$ cat src/rtl/nand_logic_pkg.sv
// Shared opcode definitions for the NAND-built logic pipeline.
package nand_logic_pkg;

    localparam int OP_W = 3;

    typedef logic [OP_W-1:0] op_t;

    localparam op_t OP_AND     = 3'd0;
    localparam op_t OP_OR      = 3'd1;
    localparam op_t OP_NAND    = 3'd2;
    localparam op_t OP_NOR     = 3'd3;
    localparam op_t OP_XOR     = 3'd4;
    localparam op_t OP_XNOR    = 3'd5;
    localparam op_t OP_NOT     = 3'd6;
    localparam op_t OP_ILLEGAL = 3'd7;

endpackage

$ cat src/rtl/nand_gate_slice.sv
// Combinational slice producing all seven logic functions per bit,
// each built exclusively from 2-input NAND gates.
module nand_gate_slice #(
    parameter int WIDTH = 8
) (
    input  logic [WIDTH-1:0] a,
    input  logic [WIDTH-1:0] b,
    output logic [WIDTH-1:0] and_y,
    output logic [WIDTH-1:0] or_y,
    output logic [WIDTH-1:0] nand_y,
    output logic [WIDTH-1:0] nor_y,
    output logic [WIDTH-1:0] xor_y,
    output logic [WIDTH-1:0] xnor_y,
    output logic [WIDTH-1:0] not_y
);

    logic [WIDTH-1:0] na_s;   // NAND(a,a) = ~a
    logic [WIDTH-1:0] nb_s;   // NAND(b,b) = ~b
    logic [WIDTH-1:0] nab_s;  // NAND(a,b)
    logic [WIDTH-1:0] t1_s;   // NAND(a, nab)
    logic [WIDTH-1:0] t2_s;   // NAND(b, nab)

    assign na_s   = ~(a & a);
    assign nb_s   = ~(b & b);
    assign nab_s  = ~(a & b);
    assign t1_s   = ~(a & nab_s);
    assign t2_s   = ~(b & nab_s);

    assign not_y  = na_s;                 // 1 NAND
    assign nand_y = nab_s;                // 1 NAND
    assign and_y  = ~(nab_s & nab_s);     // 2 NANDs
    assign or_y   = ~(na_s & nb_s);       // 3 NANDs
    assign nor_y  = ~(or_y & or_y);       // 4 NANDs
    assign xor_y  = ~(t1_s & t2_s);       // classic 4-NAND XOR
    assign xnor_y = ~(xor_y & xor_y);     // 5 NANDs

endmodule

$ cat src/rtl/nand_logic_pipe.sv
// Two-stage valid/ready logic pipeline: stage 1 evaluates the selected
// NAND-built function (optionally chained on the accumulator), stage 2
// registers the result with parity/zero/error flags toward the sink.
module nand_logic_pipe
    import nand_logic_pkg::*;
#(
    parameter int WIDTH   = 8,
    parameter int COUNT_W = 16
) (
    input  logic               clk,
    input  logic               rst_n,
    input  logic               clr,
    input  logic               in_valid,
    output logic               in_ready,
    input  logic [OP_W-1:0]    op,
    input  logic               chain,
    input  logic [WIDTH-1:0]   a,
    input  logic [WIDTH-1:0]   b,
    output logic               out_valid,
    input  logic               out_ready,
    output logic [WIDTH-1:0]   result,
    output logic               parity,
    output logic               zero,
    output logic               err,
    output logic [COUNT_W-1:0] op_count
);

    localparam logic [COUNT_W-1:0] COUNT_MAX = {COUNT_W{1'b1}};

    function automatic logic parity_f(input logic [WIDTH-1:0] v);
        return ^v;
    endfunction

    logic               ready_en_r;
    logic               s1_valid_r;
    logic [WIDTH-1:0]   s1_data_r;
    logic               s1_err_r;
    logic [WIDTH-1:0]   acc_r;
    logic               out_valid_r;
    logic [WIDTH-1:0]   result_r;
    logic               parity_r;
    logic               zero_r;
    logic               err_r;
    logic [COUNT_W-1:0] op_count_r;

    logic [WIDTH-1:0]   a_eff_s;
    logic [WIDTH-1:0]   r1_s;
    logic               err1_s;
    logic               out_stall_s;
    logic               s2_ready_s;
    logic               accept_s;
    logic               transfer_s;
    logic               s1_adv_s;
    logic [WIDTH-1:0]   and_s, or_s, nand_s, nor_s, xor_s, xnor_s, not_s;

    assign out_stall_s = out_valid_r & ~out_ready;
    assign s2_ready_s  = ~out_stall_s;
    // ready_en_r keeps in_ready low until the first edge after reset release
    assign in_ready    = ready_en_r & (~s1_valid_r | s2_ready_s) & ~clr;
    assign accept_s    = in_valid & in_ready;
    assign transfer_s  = out_valid_r & out_ready;
    assign s1_adv_s    = s1_valid_r & s2_ready_s;
    assign a_eff_s     = chain ? acc_r : a;

    nand_gate_slice #(.WIDTH(WIDTH)) u_slice (
        .a      (a_eff_s),
        .b      (b),
        .and_y  (and_s),
        .or_y   (or_s),
        .nand_y (nand_s),
        .nor_y  (nor_s),
        .xor_y  (xor_s),
        .xnor_y (xnor_s),
        .not_y  (not_s)
    );

    // Select the stage-1 function output; opcode 7 yields zero with error
    always_comb begin
        r1_s   = '0;
        err1_s = 1'b0;
        case (op)
            OP_AND:  r1_s = and_s;
            OP_OR:   r1_s = or_s;
            OP_NAND: r1_s = nand_s;
            OP_NOR:  r1_s = nor_s;
            OP_XOR:  r1_s = xor_s;
            OP_XNOR: r1_s = xnor_s;
            OP_NOT:  r1_s = not_s;
            default: begin
                r1_s   = '0;
                err1_s = 1'b1;
            end
        endcase
    end

    // Input-enable flag: low in reset, high from the first clock after it
    always_ff @(posedge clk or negedge rst_n) begin
        if (!rst_n) begin
            ready_en_r <= 1'b0;
        end else begin
            ready_en_r <= 1'b1;
        end
    end

    // Stage 1: capture accepted beat and update the chain accumulator
    always_ff @(posedge clk or negedge rst_n) begin
        if (!rst_n) begin
            s1_valid_r <= 1'b0;
            s1_data_r  <= '0;
            s1_err_r   <= 1'b0;
            acc_r      <= '0;
        end else if (clr) begin
            s1_valid_r <= 1'b0;
            s1_data_r  <= '0;
            s1_err_r   <= 1'b0;
            acc_r      <= '0;
        end else if (accept_s) begin
            s1_valid_r <= 1'b1;
            s1_data_r  <= r1_s;
            s1_err_r   <= err1_s;
            acc_r      <= r1_s;
        end else if (s1_adv_s) begin
            s1_valid_r <= 1'b0;
        end else begin
            s1_valid_r <= s1_valid_r;
        end
    end

    // Stage 2: register result and flags; hold them while the sink stalls
    always_ff @(posedge clk or negedge rst_n) begin
        if (!rst_n) begin
            out_valid_r <= 1'b0;
            result_r    <= '0;
            parity_r    <= 1'b0;
            zero_r      <= 1'b0;
            err_r       <= 1'b0;
        end else if (clr) begin
            out_valid_r <= 1'b0;
        end else if (s1_adv_s) begin
            out_valid_r <= 1'b1;
            result_r    <= s1_data_r;
            parity_r    <= parity_f(s1_data_r);
            zero_r      <= (s1_data_r == '0);
            err_r       <= s1_err_r;
        end else if (transfer_s) begin
            out_valid_r <= 1'b0;
        end else begin
            out_valid_r <= out_valid_r;
        end
    end

    // Saturating count of completed output transfers
    always_ff @(posedge clk or negedge rst_n) begin
        if (!rst_n) begin
            op_count_r <= '0;
        end else if (clr) begin
            op_count_r <= '0;
        end else if (transfer_s && (op_count_r != COUNT_MAX)) begin
            op_count_r <= op_count_r + {{(COUNT_W-1){1'b0}}, 1'b1};
        end else begin
            op_count_r <= op_count_r;
        end
    end

    assign out_valid = out_valid_r;
    assign result    = result_r;
    assign parity    = parity_r;
    assign zero      = zero_r;
    assign err       = err_r;
    assign op_count  = op_count_r;

endmodule

$ cat config.mk
export PLATFORM = sky130hd
export DESIGN_NAME = nand_logic_pipe
export DESIGN_NICKNAME = d
export VERILOG_FILES = /design/src/rtl/nand_logic_pkg.sv /design/src/rtl/nand_gate_slice.sv /design/src/rtl/nand_logic_pipe.sv
export SDC_FILE = /design/constraint.sdc
export NUM_CORES = 1
export LEC_CHECK = 0
export CORE_AREA = 2 2 80 82
export DETAILED_ROUTE_END_ITERATION = 10
export DIE_AREA = 0 0 82 84
export GPL_ROUTABILITY_DRIVEN = 0
export PLACE_DENSITY = 0.81
export REMOVE_ABC_BUFFERS = 1
export SLEW_MARGIN = 20
export SYNTH_ARGS = -nofsm -noshare
export SYNTH_HDL_FRONTEND = slang
export SYNTH_SLANG_ARGS = --single-unit
$ cat constraint.sdc
create_clock -name clk -period 5.6 [get_ports clk]
set_clock_uncertainty 0.05 [all_clocks]
set_input_delay 0.84 -clock clk [delete_from_list [all_inputs] [get_ports clk]]
set_output_delay 0.84 -clock clk [all_outputs]
set_load 0.02 [all_outputs]
---- Word-level counts from Yosys, hierarchy flattened ----
Cells that the tools add are included.
cells by class
  reductions and logical operators ........ 10
  bitwise gates (word level) .............. 31
  add/subtract/negate cells ............... 1
  multiplexer cells ....................... 15
  equality and inequality tests ........... 7
operators with widths
  kind                                                 number
  AND 8 bit                                            10
  NOT 8 bit                                            10
  case mux 8 bit (7 select lines)                      1
  two-way mux 16 bit                                   2
  two-way mux 8 bit                                    3
  adder 16 x 1 -> 16 bit, second input constant        1
  inequality test 16 bit, second input constant        1
  equality test 3 bit, second input constant           3
  two-way mux 1 bit                                    9
  logical NOT 8 bit                                    1
  parity 8 bit                                         1
  OR reduction 7 bit                                   1
  AND 1 bit                                            6
  equality test 3 x 2 -> 1 bit, second input constant  2
  nonzero test 3 bit                                   2
  NOT 1 bit                                            4
  nonzero test 2 bit                                   2
  equality test 3 x 1 -> 1 bit, second input constant  1
  logical NOT 3 bit                                    1
  AND reduction 2 bit                                  1
  logical AND 1 bit                                    1
  OR 1 bit                                             1
word-level totals
  input port bits ......................... 25
  register bits ........................... 39
  output and inout bits ................... 29
  word-level logic and storage cells ...... 74

---- Longest topological paths before layout ----
  depth after elaboration ................. 12
  depth in mapped cells ................... 8
  mapped depth without buffers ............ 7

---- Modules after synthesis ----
A second synthesis with hierarchy kept.
second synthesis, totals
  cells, all modules ...................... 326
  area total of the unflattened synthesis .. 3059.2 sq um
by module, submodules not included
  module           area each (sq um)  cells each  seq. area each (sq um)  times used
  nand_logic_pipe  2508.7             254         975.9                   1
  nand_gate_slice  550.5              72          0.0                     1

---- Worst setup path after synthesis ----
OpenSTA, ideal clock, no wires.
  path type ............................... input to register
  start point ............................. in chain
  end point ............................... reg acc_r[3]
  arrival time ............................ 2411 ps
  setup time .............................. 121 ps
  data required time ...................... 5429 ps
  path slack .............................. 3017 ps
  stages .................................. 8
  cells stage by stage .................... buf_2 -> mux2_2 -> inv_1 -> ha_1 -> or3b_2 -> o221ai_1 -> a221o_1 -> a22o_1
between the ends
  longest elaborated chain between the ends .. 12
RTL lines
  what                                 RTL line                                      RTL
  start, declared                      nand_logic_pipe.sv:16                         input logic chain,
  two-way mux 8 bit (*)                nand_logic_pipe.sv:63                         assign a_eff_s = chain ? acc_r : a;
  AND 8 bit                            nand_gate_slice.sv:25                         assign nab_s = ~(a & b);
  NOT 8 bit                            nand_gate_slice.sv:25
  AND 8 bit, on equally long branches  nand_gate_slice.sv:26, nand_gate_slice.sv:27
  NOT 8 bit, on equally long branches  nand_gate_slice.sv:26, nand_gate_slice.sv:27
  AND 8 bit                            nand_gate_slice.sv:34                         assign xor_y = ~(t1_s & t2_s);
  NOT 8 bit                            nand_gate_slice.sv:34
  AND 8 bit                            nand_gate_slice.sv:35                         assign xnor_y = ~(xor_y & xor_y);
  NOT 8 bit                            nand_gate_slice.sv:35
  case mux 8 bit (7 select lines) (*)  nand_logic_pipe.sv:81                         case (op)
  two-way mux 8 bit (*)                nand_logic_pipe.sv:117                        end else if (accept_s) begin
  two-way mux 8 bit (*)                nand_logic_pipe.sv:112                        end else if (clr) begin
  end signal, assigned                 nand_logic_pipe.sv:121                        acc_r <= r1_s;
  end, declared                        nand_logic_pipe.sv:38                         logic [WIDTH-1:0] acc_r;
Every way passes the cells marked *; elsewhere a longest branch is shown, timed or not. The select of a mux whose other input is x is not followed.
A chain may end at the register's enable or synchronous reset.

---- Worst setup path after layout ----
  start point ............................. in clr
  end point ............................... out in_ready
between the ends
  longest elaborated chain between the ends .. 2
RTL lines
  what                        RTL line               RTL
  start, declared             nand_logic_pipe.sv:12  input logic clr,
  NOT 1 bit (no source line)  -
  AND 1 bit                   nand_logic_pipe.sv:59  assign in_ready = ready_en_r & (~s1_valid_r | s2_ready_s) & ~clr;
  end, declared               nand_logic_pipe.sv:14  output logic in_ready,
Every way passes these cells.

==> qor.txt <==
DR vias/cell: 5.55
Max-cap violation count: 0
DRC marker count from the first detailed-route iteration: 81
Reg2reg start: op_count[0]
Syn_area_per_cell: 9.23 sq um
Fin crit share: 0.628
Sequential cell area: 976 sq um
Seq/Total Area, Yosys: 0.371
Post_cts resized: 0
Area of the mapped netlist: 2630 sq um
Total grt overflow: 0
Bufs on Longest Clock Path: 2
Min-delay src: result[4]
Layout area overhead: 26.2%
Seq cells post-synth: 39
Cts hold-fix bufs: 0
Static Leak: 0.00141 uW
Aggregate global-route resource usage: 0.180
Final #Nets: 378
Worst-path clk slew: 0.08 ns
RSZ-0062 raised after global routing: false
Final hold violation count: 0
Met1 GRT Util: 0.232
Vias in the first global route: 2,258
Largest net degree at the start of global routing: 40
F_max: 0.285 GHz
Port Buffers: 53
Setup TNS: 0 ns
Via count: 2,277
DR pass1 iterations: 4
Top post-synthesis cells by area: dfrtp_1, ha_1, mux2i_1, o21ai_0, a21oi_1
Synth cell types: 53
Clk_lat worst skew: 0.29 ns
WS Path Type: in -> out
Routed WL: 5.66 mm
YS warnings: 0
Clock sink total: 39
Pins Over Slew Limit: 0
Slew margin rel.: 0.386
Drc violations: 0
Most frequent cells in the layout: clkdlybuf4s50_1, dfrtp_1, inv_1, o21ai_0, a21oi_1
Synth Instances: 285
Multi-input gate area: 1470 sq um
CTS tree: yes
Worst setup SP type: input port
Setup bufs post-CTS: 0
Antenna cells: 0
Final HPWL DP: 4.29 mm
Die span in y: 84 um
Initial Utilization: 0.431
M3 GR Usage: 0.0390
Setup Viol. Count Final: 0
Share of cells above drive strength 1: 0.0631
CP required: 4.71 ns
Async SR Flop Fraction: 1.00
I/O pin count: 54
Cell taking the most area after synthesis: dfrtp_1
CP endpoint kind: output pin
Die Footprint: 6890 sq um
Ys flop type: dfrtp_1
Post-route antenna net violation count: 0
Post-synth EDFFs: 0
GRT busiest layer: met2
Crit path time final: 3.51 ns
Final core occ: 0.545
Commonest non-fill, non-tap cell in the layout: clkdlybuf4s50_1
Clk root buf: clkbuf_8
GR Util met2: 0.297
Worst Setup SP: clr
CP Max Fanout: 23
Min-Delay Path Class: reg -> reg
Peak supply drop: 115 uV
Core Region: 6100 sq um
First-pass GRT wire length: 9.90 mm
Die X: 82 um
Drt wl/cell: 13.8 um
H-tree depth: 2
Crit path DAT: 2.62 ns
FILL cells: 546
# rows: 29
Total CTS buffers: 5
Power Density: 228 nW/um^2
Run status: complete, no violations
Worst-Margin Slew: 0.918 ns
Initial antenna violation count: 0
Top-area cell type share of the netlist area: 0.371
[per-stage QoR]
stage | setup WS [ns] | power [uW] | instance area [sq um] | cells | hold slack, ns
3_5_place_dp | 2.07 | 484 | 3180 | 402 | 0.429
6_report | 2.09 | 758 | 3320 | 410 | 0.448
2_1_floorplan | 2.72 | 404 | 2550 | 271 | 0.432
4_1_cts | 2.07 | 763 | 3320 | 410 | 0.448
3_3_place_gp | 2.08 | 478 | 3180 | 402 | 0.411
5_1_grt | 1.98 | 796 | 3320 | 410 | 0.472
[cells by family (layout without fill, tap and decap cells)]
group,count (synthesis),after routing,synth area share
compound gates,73,73,0.177
xor+xnor,8,8,0.0266
fa+ha+maj,21,21,0.0999
buf+inv,43,91,0.0733
flops,39,39,0.371
mux,18,18,0.0695
other cells,1,1,0.00143
simple gates,82,82,0.181
[where the power goes]
group          internal (uW)  total, uW  switching (uW)
clock                    178        280             103
sequential               299        314            14.3
combinational           79.7        164            84.4
total                    557        758             201
[worst max-delay path: stages]
cell             delay (ns)
clkdlybuf4s50_1        0.79
and3b_1                0.38
clkdlybuf4s50_1        0.61
[flip-flops by register name, summed over array words and instances (netlist names)]
signal and count:
err 1, result 8, zero 1, s1_valid_r 1
ready_en_r 1, op_count 16, parity 1, acc_r 8
s1_err_r 1, out_valid 1
[routing by layer]
layer | wire [um] | share of wire | up-vias
met5 | 0 | 0 | -
met4 | 85 | 0.015 | 0
met3 | 287 | 0.051 | 9
met2 | 2760 | 0.49 | 59
met1 | 2530 | 0.45 | 1080
li1 | - | - | 1129
[cells in the mapped netlist, types with 5 or more instances]
cell type / count
nor2_1: 10
inv_1: 29
nand4_1: 6
a21oi_1: 22
o221ai_1: 5
dfrtp_1: 39
o21ai_0: 23
nand2b_1: 5
or3_1: 9
mux2i_1: 16
nand2_1: 15
clkbuf_1: 6
nand3_1: 8
ha_1: 21
a32o_1: 5
[final cells by class]
type | instances | share of cell area
Inverter | 29 | 0.0328
Sequential cell | 39 | 0.294
Clock inverter | 3 | 0.0204
Clock buffer | 5 | 0.0207
Tap cell | 77 | 0.0290
Multi-Input combinational cell | 203 | 0.443
Timing Repair Buffer | 54 | 0.161
[worst paths after layout]
check | cells past startpoint | end | slack [ns]
max in group asynchronous | 1 | op_count[10] | 4.38
max reg2reg | 6 | op_count[9] | 3.51
min | 2 | result[4] | 0.45
max | 3 | in_ready | 2.09
min reg2reg | 2 | result[4] | 0.45
min in group asynchronous | 1 | op_count[3] | 0.58
Note: power is estimated with default switching activity, not from simulation.
